<file path="src/rtl/block_store_pkg.sv">
// Shared definitions for the block store: playfield geometry, logic-port op codes, arbiter states.
package block_store_pkg;

  localparam int PLAYFIELD_COLS = 10;
  localparam int PLAYFIELD_ROWS = 10;
  localparam int NUM_BLOCKS_DEF = PLAYFIELD_COLS * PLAYFIELD_ROWS;
  localparam int ADDR_W_DEF     = $clog2(NUM_BLOCKS_DEF);

  localparam logic [1:0] OP_READ   = 2'b00;
  localparam logic [1:0] OP_KILL   = 2'b01;
  localparam logic [1:0] OP_REVIVE = 2'b10;

  typedef enum logic [1:0] {
    IDLE   = 2'd0,
    ACCESS = 2'd1,
    FILL   = 2'd2
  } state_t;

endpackage

</file>
<file path="src/rtl/block_alive_store.sv">
// Block-alive bitmap with one combinational read / synchronous write port.
// Addresses at or beyond NUM_BLOCKS read as dead and ignore writes.
module block_alive_store #(
  parameter int NUM_BLOCKS = 100,
  parameter int ADDR_W     = 7
) (
  input  logic              CLK,
  input  logic [ADDR_W-1:0] addr,
  input  logic              we,
  input  logic              wdata,
  output logic              rd_bit,
  output logic              in_range
);

  localparam logic [ADDR_W-1:0] LAST_ADDR = ADDR_W'(NUM_BLOCKS - 1);

  logic [NUM_BLOCKS-1:0] bits_q;

  assign in_range = (addr <= LAST_ADDR);
  assign rd_bit   = in_range && bits_q[addr];

  // Contents are deliberately unreset; the arbiter refills them after reset.
  always_ff @(posedge CLK) begin
    if (we && in_range) begin
      bits_q[addr] <= wdata;
    end
  end

endmodule

</file>
<file path="src/rtl/block_store_arbiter.sv">
// Arbitrates the block bitmap between the renderer (priority) and the collision engine,
// sequences level refill and tracks the alive count. Optional BLOCK_STORE_STARVE_GUARD_EN
// lets a logic request that has waited MAX_WAIT cycles steal one cycle from the renderer.
module block_store_arbiter
  import block_store_pkg::*;
#(
  parameter int NUM_BLOCKS = NUM_BLOCKS_DEF,
  parameter int ADDR_W     = ADDR_W_DEF,
  parameter int CNT_W      = 7,
  parameter int MAX_WAIT   = 1056
) (
  input  logic              CLK,
  input  logic              RESET,
  input  logic              RENDER_EN,
  input  logic [ADDR_W-1:0] RENDER_ADDR,
  output logic              RENDER_ALIVE,
  input  logic              LOGIC_REQ,
  input  logic [1:0]        LOGIC_OP,
  input  logic [ADDR_W-1:0] LOGIC_ADDR,
  output logic              LOGIC_ACK,
  output logic              LOGIC_ALIVE,
  input  logic              LEVEL_RESET_REQ,
  output logic              BUSY,
  output logic [CNT_W-1:0]  ALIVE_COUNT,
  output logic              LEVEL_CLEAR
);

  localparam logic [ADDR_W-1:0] LAST_ADDR = ADDR_W'(NUM_BLOCKS - 1);

  state_t            state_q, state_d;
  logic [ADDR_W-1:0] ptr_q;
  logic [ADDR_W-1:0] op_addr_q;
  logic [1:0]        op_q;
  logic              rng_q;

  logic [ADDR_W-1:0] st_addr;
  logic              st_we, st_wdata, st_bit, st_rng;
  logic              grant_logic, serve_render, starve_fire;

  block_alive_store #(
    .NUM_BLOCKS(NUM_BLOCKS),
    .ADDR_W    (ADDR_W)
  ) u_store (
    .CLK     (CLK),
    .addr    (st_addr),
    .we      (st_we),
    .wdata   (st_wdata),
    .rd_bit  (st_bit),
    .in_range(st_rng)
  );

`ifdef BLOCK_STORE_STARVE_GUARD_EN
  localparam int WAIT_W = $clog2(MAX_WAIT + 1);
  localparam logic [WAIT_W-1:0] WAIT_LIMIT = WAIT_W'(MAX_WAIT);

  logic [WAIT_W-1:0] wait_q;

  assign starve_fire = (wait_q == WAIT_LIMIT);

  always_ff @(posedge CLK or posedge RESET) begin
    if (RESET) begin
      wait_q <= '0;
    end else if (!LOGIC_REQ || grant_logic) begin
      wait_q <= '0;
    end else if (state_q == IDLE && !starve_fire) begin
      wait_q <= wait_q + 1'b1;
    end
  end
`else
  // Guard compiled out: the renderer always wins while RENDER_EN is high.
  assign starve_fire = (MAX_WAIT < 0);
`endif

  always_comb begin
    state_d      = state_q;
    st_addr      = RENDER_ADDR;
    st_we        = 1'b0;
    st_wdata     = 1'b0;
    grant_logic  = 1'b0;
    serve_render = 1'b0;
    unique case (state_q)
      FILL: begin
        st_addr  = ptr_q;
        st_we    = 1'b1;
        st_wdata = 1'b1;
        if (ptr_q == LAST_ADDR) state_d = IDLE;
      end
      ACCESS: begin
        st_addr = op_addr_q;
        state_d = IDLE;
        case (op_q)
          OP_KILL: begin
            st_we    = 1'b1;
            st_wdata = 1'b0;
          end
          OP_REVIVE: begin
            st_we    = 1'b1;
            st_wdata = 1'b1;
          end
          OP_READ, 2'b11: ;
          default: ;
        endcase
      end
      default: begin
        if (LEVEL_RESET_REQ) begin
          state_d = FILL;
        end else if (LOGIC_REQ && (starve_fire || !RENDER_EN)) begin
          // The old bit is read here so ACK and LOGIC_ALIVE can appear together in ACCESS.
          grant_logic = 1'b1;
          st_addr     = LOGIC_ADDR;
          state_d     = ACCESS;
        end else if (RENDER_EN) begin
          serve_render = 1'b1;
        end
      end
    endcase
  end

  always_ff @(posedge CLK or posedge RESET) begin
    if (RESET) begin
      state_q      <= FILL;
      ptr_q        <= '0;
      RENDER_ALIVE <= 1'b0;
      LOGIC_ACK    <= 1'b0;
      LOGIC_ALIVE  <= 1'b0;
      BUSY         <= 1'b0;
      ALIVE_COUNT  <= '0;
      LEVEL_CLEAR  <= 1'b0;
    end else begin
      state_q     <= state_d;
      BUSY        <= (state_d == FILL);
      LOGIC_ACK   <= grant_logic;
      LEVEL_CLEAR <= 1'b0;
      if (grant_logic) LOGIC_ALIVE <= st_bit;

      if (state_q == FILL) begin
        RENDER_ALIVE <= 1'b0;
      end else if (serve_render) begin
        RENDER_ALIVE <= st_bit;
      end

      if (state_q == FILL) begin
        if (ptr_q == LAST_ADDR) begin
          ptr_q       <= '0;
          ALIVE_COUNT <= CNT_W'(NUM_BLOCKS);
        end else begin
          ptr_q <= ptr_q + 1'b1;
        end
      end

      // LOGIC_ALIVE still holds the pre-op bit during ACCESS.
      if (state_q == ACCESS) begin
        if (op_q == OP_KILL && LOGIC_ALIVE) begin
          ALIVE_COUNT <= ALIVE_COUNT - 1'b1;
          if (ALIVE_COUNT == CNT_W'(1)) LEVEL_CLEAR <= 1'b1;
        end else if (op_q == OP_REVIVE && !LOGIC_ALIVE && rng_q) begin
          ALIVE_COUNT <= ALIVE_COUNT + 1'b1;
        end
      end
    end
  end

  always_ff @(posedge CLK) begin
    if (grant_logic) begin
      op_addr_q <= LOGIC_ADDR;
      op_q      <= LOGIC_OP;
      rng_q     <= st_rng;
    end
  end

endmodule
</file>
<file path="config.mk">
export PLATFORM = sky130hd
export DESIGN_NAME = block_store_arbiter
export DESIGN_NICKNAME = d
export VERILOG_FILES = /design/src/rtl/block_store_pkg.sv /design/src/rtl/block_alive_store.sv /design/src/rtl/block_store_arbiter.sv
export SDC_FILE = /design/constraint.sdc
export NUM_CORES = 1
export LEC_CHECK = 0
export BUFFER_PORTS_ARGS = -buffer_cell sky130_fd_sc_hd__buf_2
export CAP_MARGIN = 0
export CELL_PAD_IN_SITES_DETAIL_PLACEMENT = 2
export CELL_PAD_IN_SITES_GLOBAL_PLACEMENT = 2
export CORE_ASPECT_RATIO = 0.6
export CORE_UTILIZATION = 45
export DETAILED_ROUTE_END_ITERATION = 7
export GPL_TIMING_DRIVEN = 0
export PLACE_DENSITY_LB_ADDON = 0.1
export SLEW_MARGIN = 20
export SYNTH_ARGS = -nofsm -noshare
export SYNTH_HDL_FRONTEND = slang
export SYNTH_SLANG_ARGS = --single-unit
</file>
<file path="constraint.sdc">
create_clock -name CLK -period 7 [get_ports CLK]
set_input_delay 0.7 -clock CLK [delete_from_list [all_inputs] [get_ports CLK]]
set_output_delay 0.7 -clock CLK [all_outputs]
set_load 0.05 [all_outputs]
</file>
Yosys cells after proc, flatten, opt, wreduce, memory -nomap -nowiden
Cells that the tools add are included.
{"block": "totals", "register_bits": 131, "input_bits": 21, "output_inout_bits": 12, "word_cells": 71}
{"block": "op_classes", "add_sub_neg": 3, "n_lt_le_gt_ge": 3, "n_eq_ne": 7, "n_mux": 34, "reduce_logical": 12}
{"operator": "bitwise mux 100 bit", "n": 1}
{"operator": "2-to-1 mux 7 bit", "n": 8}
{"operator": "2-to-1 mux 1 bit", "n": 16}
{"operator": "adder 7 x 1 -> 7 bit (second input constant)", "n": 2}
{"operator": "one-hot mux 7 bit (2 select lines)", "n": 1}
{"operator": "less-than comparator 7 x 8 -> 1 bit (second input constant)", "n": 1}
{"operator": "binary-select mux 1 bit (select 7 bit)", "n": 1}
{"operator": "demux 1 bit (select 7 bit)", "n": 1}
{"operator": "equality test 7 x 1 -> 1 bit (second input constant)", "n": 1}
{"operator": "equality test 7 bit (second input constant)", "n": 1}
{"operator": ">= comparator 7 x 1 -> 1 bit (second input constant)", "n": 1}
{"operator": "<= comparator 7 bit (second input constant)", "n": 1}
{"operator": "logical AND 1 bit", "n": 7}
{"operator": "subtractor 7 x 1 -> 7 bit (second input constant)", "n": 1}
{"operator": "equality test 2 bit (second input constant)", "n": 3}
{"operator": "2-to-1 mux 2 bit", "n": 3}
{"operator": "equality test 2 x 1 -> 1 bit (second input constant)", "n": 2}
{"operator": "one-hot mux 1 bit (2 select lines)", "n": 2}
{"operator": "one-hot mux 2 bit (2 select lines)", "n": 1}
{"operator": "OR reduction 2 bit", "n": 2}
{"operator": "zero test 1 bit", "n": 2}
{"operator": "nonzero test 2 bit", "n": 1}

Longest topological paths before layout
{"block": "logic_depth", "ltp_word": 10, "depth_mapped": 12, "depth_no_buf": 10}

Modules after synthesis
Synthesis repeated with hierarchy kept, for this count alone.
{"block": "unflattened", "cells_unflattened": 489, "hier_area_um2": 6288.5}
{"module": "block_alive_store", "instances": 1, "cells_per_inst": 310, "area_per_inst_um2": 4523.1}
{"module": "block_store_arbiter", "instances": 1, "cells_per_inst": 179, "area_per_inst_um2": 1765.4}

Worst setup path before layout
Ideal clock, no wire load.
{"block": "synth_timing", "path_type": "register -> register", "from": "register state_q[1]", "to": "register u_store.bits_q[0], data pin", "t_arrival_ns": 3.660, "required_ns": 6.334, "setup_slack_ns": 2.674, "path_stages_with_launch": 6, "period_less_slack_ns": 4.326, "cell_sequence": "dfstp_2 ha_1 clkbuf_1 clkbuf_1 a21oi_1 nor2_1"}
{"block": "synth_via", "word_cells_on_any_way": 10, "classes_between": "order compare (2); eq/ne (2); mux (5); reduce/logical (1)"}
{"element": "start: declaration", "line_no": "block_store_arbiter.sv:30", "text": "state_t state_q, state_d;"}
{"element": "start signal: assignment", "line_no": "block_store_arbiter.sv:130", "text": "state_q <= state_d;"}
{"element": "equality test 2 x 1 -> 1 bit / equality test 2 bit (equally long branches)", "line_no": "block_store_arbiter.sv:81", "text": "unique case (state_q)"}
{"element": "one-hot mux 1 bit (2 select lines) *", "line_no": "block_store_arbiter.sv:81"}
{"element": "named net st_wdata", "line_no": "block_store_arbiter.sv:37", "text": "logic st_we, st_wdata, st_bit, st_rng;"}
{"element": "bitwise mux 100 bit *", "line_no": "block_alive_store.sv:25", "text": "bits_q[addr] <= wdata;"}
{"element": "end signal: indexed assignment", "line_no": "block_alive_store.sv:25"}
{"element": "end: declaration", "line_no": "block_alive_store.sv:17", "text": "logic [NUM_BLOCKS-1:0] bits_q;"}
The timed path passes the listed nets; every way through them passes the cells marked *.
A chain may end at the register's enable or synchronous reset.

Worst setup path in the final report
{"block": "layout_timing", "from": "register state_q[0]", "to": "register u_store.bits_q[29], enable pin"}
{"block": "layout_via", "elab_chain_cells": 4, "word_cells_on_any_way": 6, "classes_between": "order compare (1); eq/ne (2); mux (2); reduce/logical (1)"}
{"element": "equality test 2 x 1 -> 1 bit / equality test 2 bit (equally long branches)", "line_no": "block_store_arbiter.sv:81"}
{"element": "one-hot mux 7 bit (2 select lines) *", "line_no": "block_store_arbiter.sv:81"}
{"element": "<= comparator 7 bit *", "line_no": "block_alive_store.sv:19", "text": "assign in_range = (addr <= LAST_ADDR);"}
{"element": "named net st_rng", "line_no": "block_store_arbiter.sv:37"}
{"element": "logical AND 1 bit *", "line_no": "block_alive_store.sv:24", "text": "if (we && in_range) begin"}
Marked as above.

==> impl_metrics.json <==
{
  "status": "finished clean",
  "gp_congestion": 0.850,
  "synth_commonest_cells": "nor2_1, edfxtp_1, nand2_1, and3_1, clkbuf_1",
  "syn_inst": 601,
  "pin_count": 33,
  "core-area_sq_um": 14000,
  "numPortBuffers": 32,
  "ctsResizeCount": 0,
  "root_buffer": "clkbuf_16",
  "start_util": 0.474,
  "cts_buffers": 17,
  "tns_ps": 0,
  "dpl.hpwl_um": 17300,
  "period_share": 0.652,
  "hold_path_class": "in2reg",
  "synth-seq-cells": 131,
  "drc": 0,
  "cp-end-kind": "flop",
  "via_count": 5767,
  "powerDensity_nw_per_um2": 237,
  "fin_area_sq_um": 7720,
  "irDropWorstVdd_uv": 178,
  "finalSetupViolations": 0,
  "antenna_found_initial": 0,
  "nets": 683,
  "path_clk_slew_ps": 60,
  "ys.warnings.count": 0,
  "drt_first_iter_violations": 587,
  "critical_path_class": "reg2reg",
  "row_count": 33,
  "maxSlewHeadroom": 0.305,
  "synth_edf_count": 110,
  "post-synth-top-count-cell": "nor2_1",
  "drt-total-wl_um": 27800,
  "final_antenna_net_count": 0,
  "syn_avg_cell_area_sq_um": 11.1,
  "fmax_mhz": 219,
  "finalHoldViolations": 0,
  "ys.flop_type": "edfxtp_1",
  "cp_data_required_time_ps": 7130,
  "startpoint_type": "flop",
  "grt_pass1_wl_um": 41100,
  "die_area_sq_um": 15300,
  "grt_usage": 0.382,
  "final.min_clock_period_ps": 4560,
  "clk_path_buf_depth": 2,
  "synth_fp_nets": 630,
  "synth_top_area_frac": 0.496,
  "worstMarginPinSlew_ps": 1020,
  "maxCapViolations": 0,
  "die_w_um": 159,
  "clkLatencyLatePin_ps": 450,
  "synthTopCellsByArea": "edfxtp_1, dfrtp_1, nor2_1",
  "dpl-instance-area_sq_um": 7110,
  "overflow": 0,
  "hold_buffers": 0,
  "drt_first_pass_iters": 5,
  "wl_per_cell_um": 32.3,
  "drv_slew": 0,
  "worstPathMaxFanout": 10,
  "viasPerCell": 6.71,
  "synthDistinctLibCells": 82,
  "drive_above_1_share": 0.163,
  "p_leak_nw": 2.47,
  "fin_skew_ps": 16.6,
  "diodes": 0,
  "rsz0062_at_grt": "no",
  "clkSinkCount": 131,
  "synth.largest_area_cell": "edfxtp_1",
  "synth_area_sq_um": 6650,
  "cp.arrival_ps": 4690,
  "async_reset_ff_frac": 0.160,
  "syn2layout_area_growth_pct": 16.1,
  "cts_tree": "built",
  "yosysSeqAreaShare": 0.576,
  "htreeDepth": 4,
  "postCtsSetupRepairBufs": 0,
  "first_global_vias": 6161,
  "grt_max_degree": 46,
  "die_h_um": 96.2
}
## registers in the layout (all words and copies together) (netlist names)
signal and cells:
LOGIC_ALIVE 1, state_q 2, LOGIC_ACK 1, rng_q 1
ptr_q 7, u_store.bits_q 100, BUSY 1, op_addr_q 7
LEVEL_CLEAR 1, op_q 2, ALIVE_COUNT 7, RENDER_ALIVE 1
## critical path, cell delays in order, from the launching register on
cell and delay [ps]:
dfrtp_1 390, inv_1 70, ha_1 240, clkbuf_1 320
a221oi_1 740, a31oi_4 200, o311ai_2 570, o211ai_1 260
nor2_1 420, nand3_1 320, clkbuf_1 410, nor2_1 290
## cells by family after synthesis
| kind of cell | share of synthesized area |
|---|---|
| flip-flops | 0.576 |
| multiplexers | 0.0139 |
| AO/OA/AOI/OAI | 0.162 |
| buffers and inverters | 0.0417 |
| XOR/XNOR | 0.00790 |
| AND/OR/NAND/NOR | 0.183 |
| adder cells (fa/ha/maj) | 0.0150 |
## path summary, 6_finish.rpt
kind	start	to	slack, ps	depth (start not counted)
max	state_q[0]	u_store.bits_q[29]	2440	11
min	LOGIC_OP[1]	op_q[1]	440	1
max reg2reg	state_q[0]	u_store.bits_q[29]	2440	11
min reg2reg	RENDER_ALIVE	RENDER_ALIVE	540	2
max in group asynchronous	RESET	LOGIC_ALIVE	5930	2
min in group asynchronous	RESET	BUSY	480	2
## cell type report
cell class | instances | area (sq um)
sequential | 131 | 3830
timing repair buffer | 34 | 208
fill | 1380 | 6310
tap | 192 | 240
clock buffer | 18 | 429
buffer | 42 | 233
inverter | 12 | 45.0
clock inverter | 14 | 186
multi-input combinational | 416 | 2550
## metal layers
metal / up-vias / part of all wire / global-route usage
met1: 2993 / 0.43 / 0.496
met5: - / 0 / 0
met4: 0 / 0.026 / 0.151
met3: 70 / 0.086 / 0.105
li1: 2377 / - / -
met2: 327 / 0.46 / 0.614
## metrics by stage
stage,cells,power [mW],util,hold slack [ps],setup WS [ps]
finish,859,1.83,0.550,441,2440
global route,859,1.86,0.550,448,2400
CTS,859,1.83,0.550,439,2600
detailed placement,827,0.869,0.506,535,2900
global placement,825,0.867,0.502,501,540
floorplan,601,0.858,-,474,2670
## where the power goes
part | switching [mW] | leakage [nW] | internal [mW] | total [mW]
sequential | 0 | 0.918 | 0.835 | 0.835
clock | 0.382 | 0.301 | 0.595 | 0.977
combinational | 0.0117 | 1.25 | 0.00603 | 0.0178
total | 0.394 | 2.47 | 1.44 | 1.83
## layout by cell type, fill, tap and decap left out, types with 3 or more instances in the layout
cell type,synthesis,layout
o211ai_1,5,5
a31o_2,3,3
nor3_1,9,9
nand3b_1,4,4
inv_1,12,12
o32a_1,4,4
buf_6,6,6
and2_1,3,3
ha_1,8,8
bufinv_16,0,4
and3_1,25,25
clkinv_2,0,4
a21boi_0,15,15
clkinv_4,0,3
nor2_1,122,121
a211oi_1,18,18
buf_2,11,43
nand3_1,12,12
clkbuf_1,21,22
o21ai_0,10,10
o221ai_1,4,4
a211o_1,3,3
xnor2_1,4,4
a21oi_1,16,16
a311o_1,7,7
o22ai_1,7,7
a221oi_1,5,5
clkbuf_16,0,17
mux2i_1,7,7
dfrtp_1,20,20
nand2_1,56,56
a2111oi_0,4,4
nand4_1,9,9
edfxtp_1,110,110
Power figures use the tool's default switching activity.
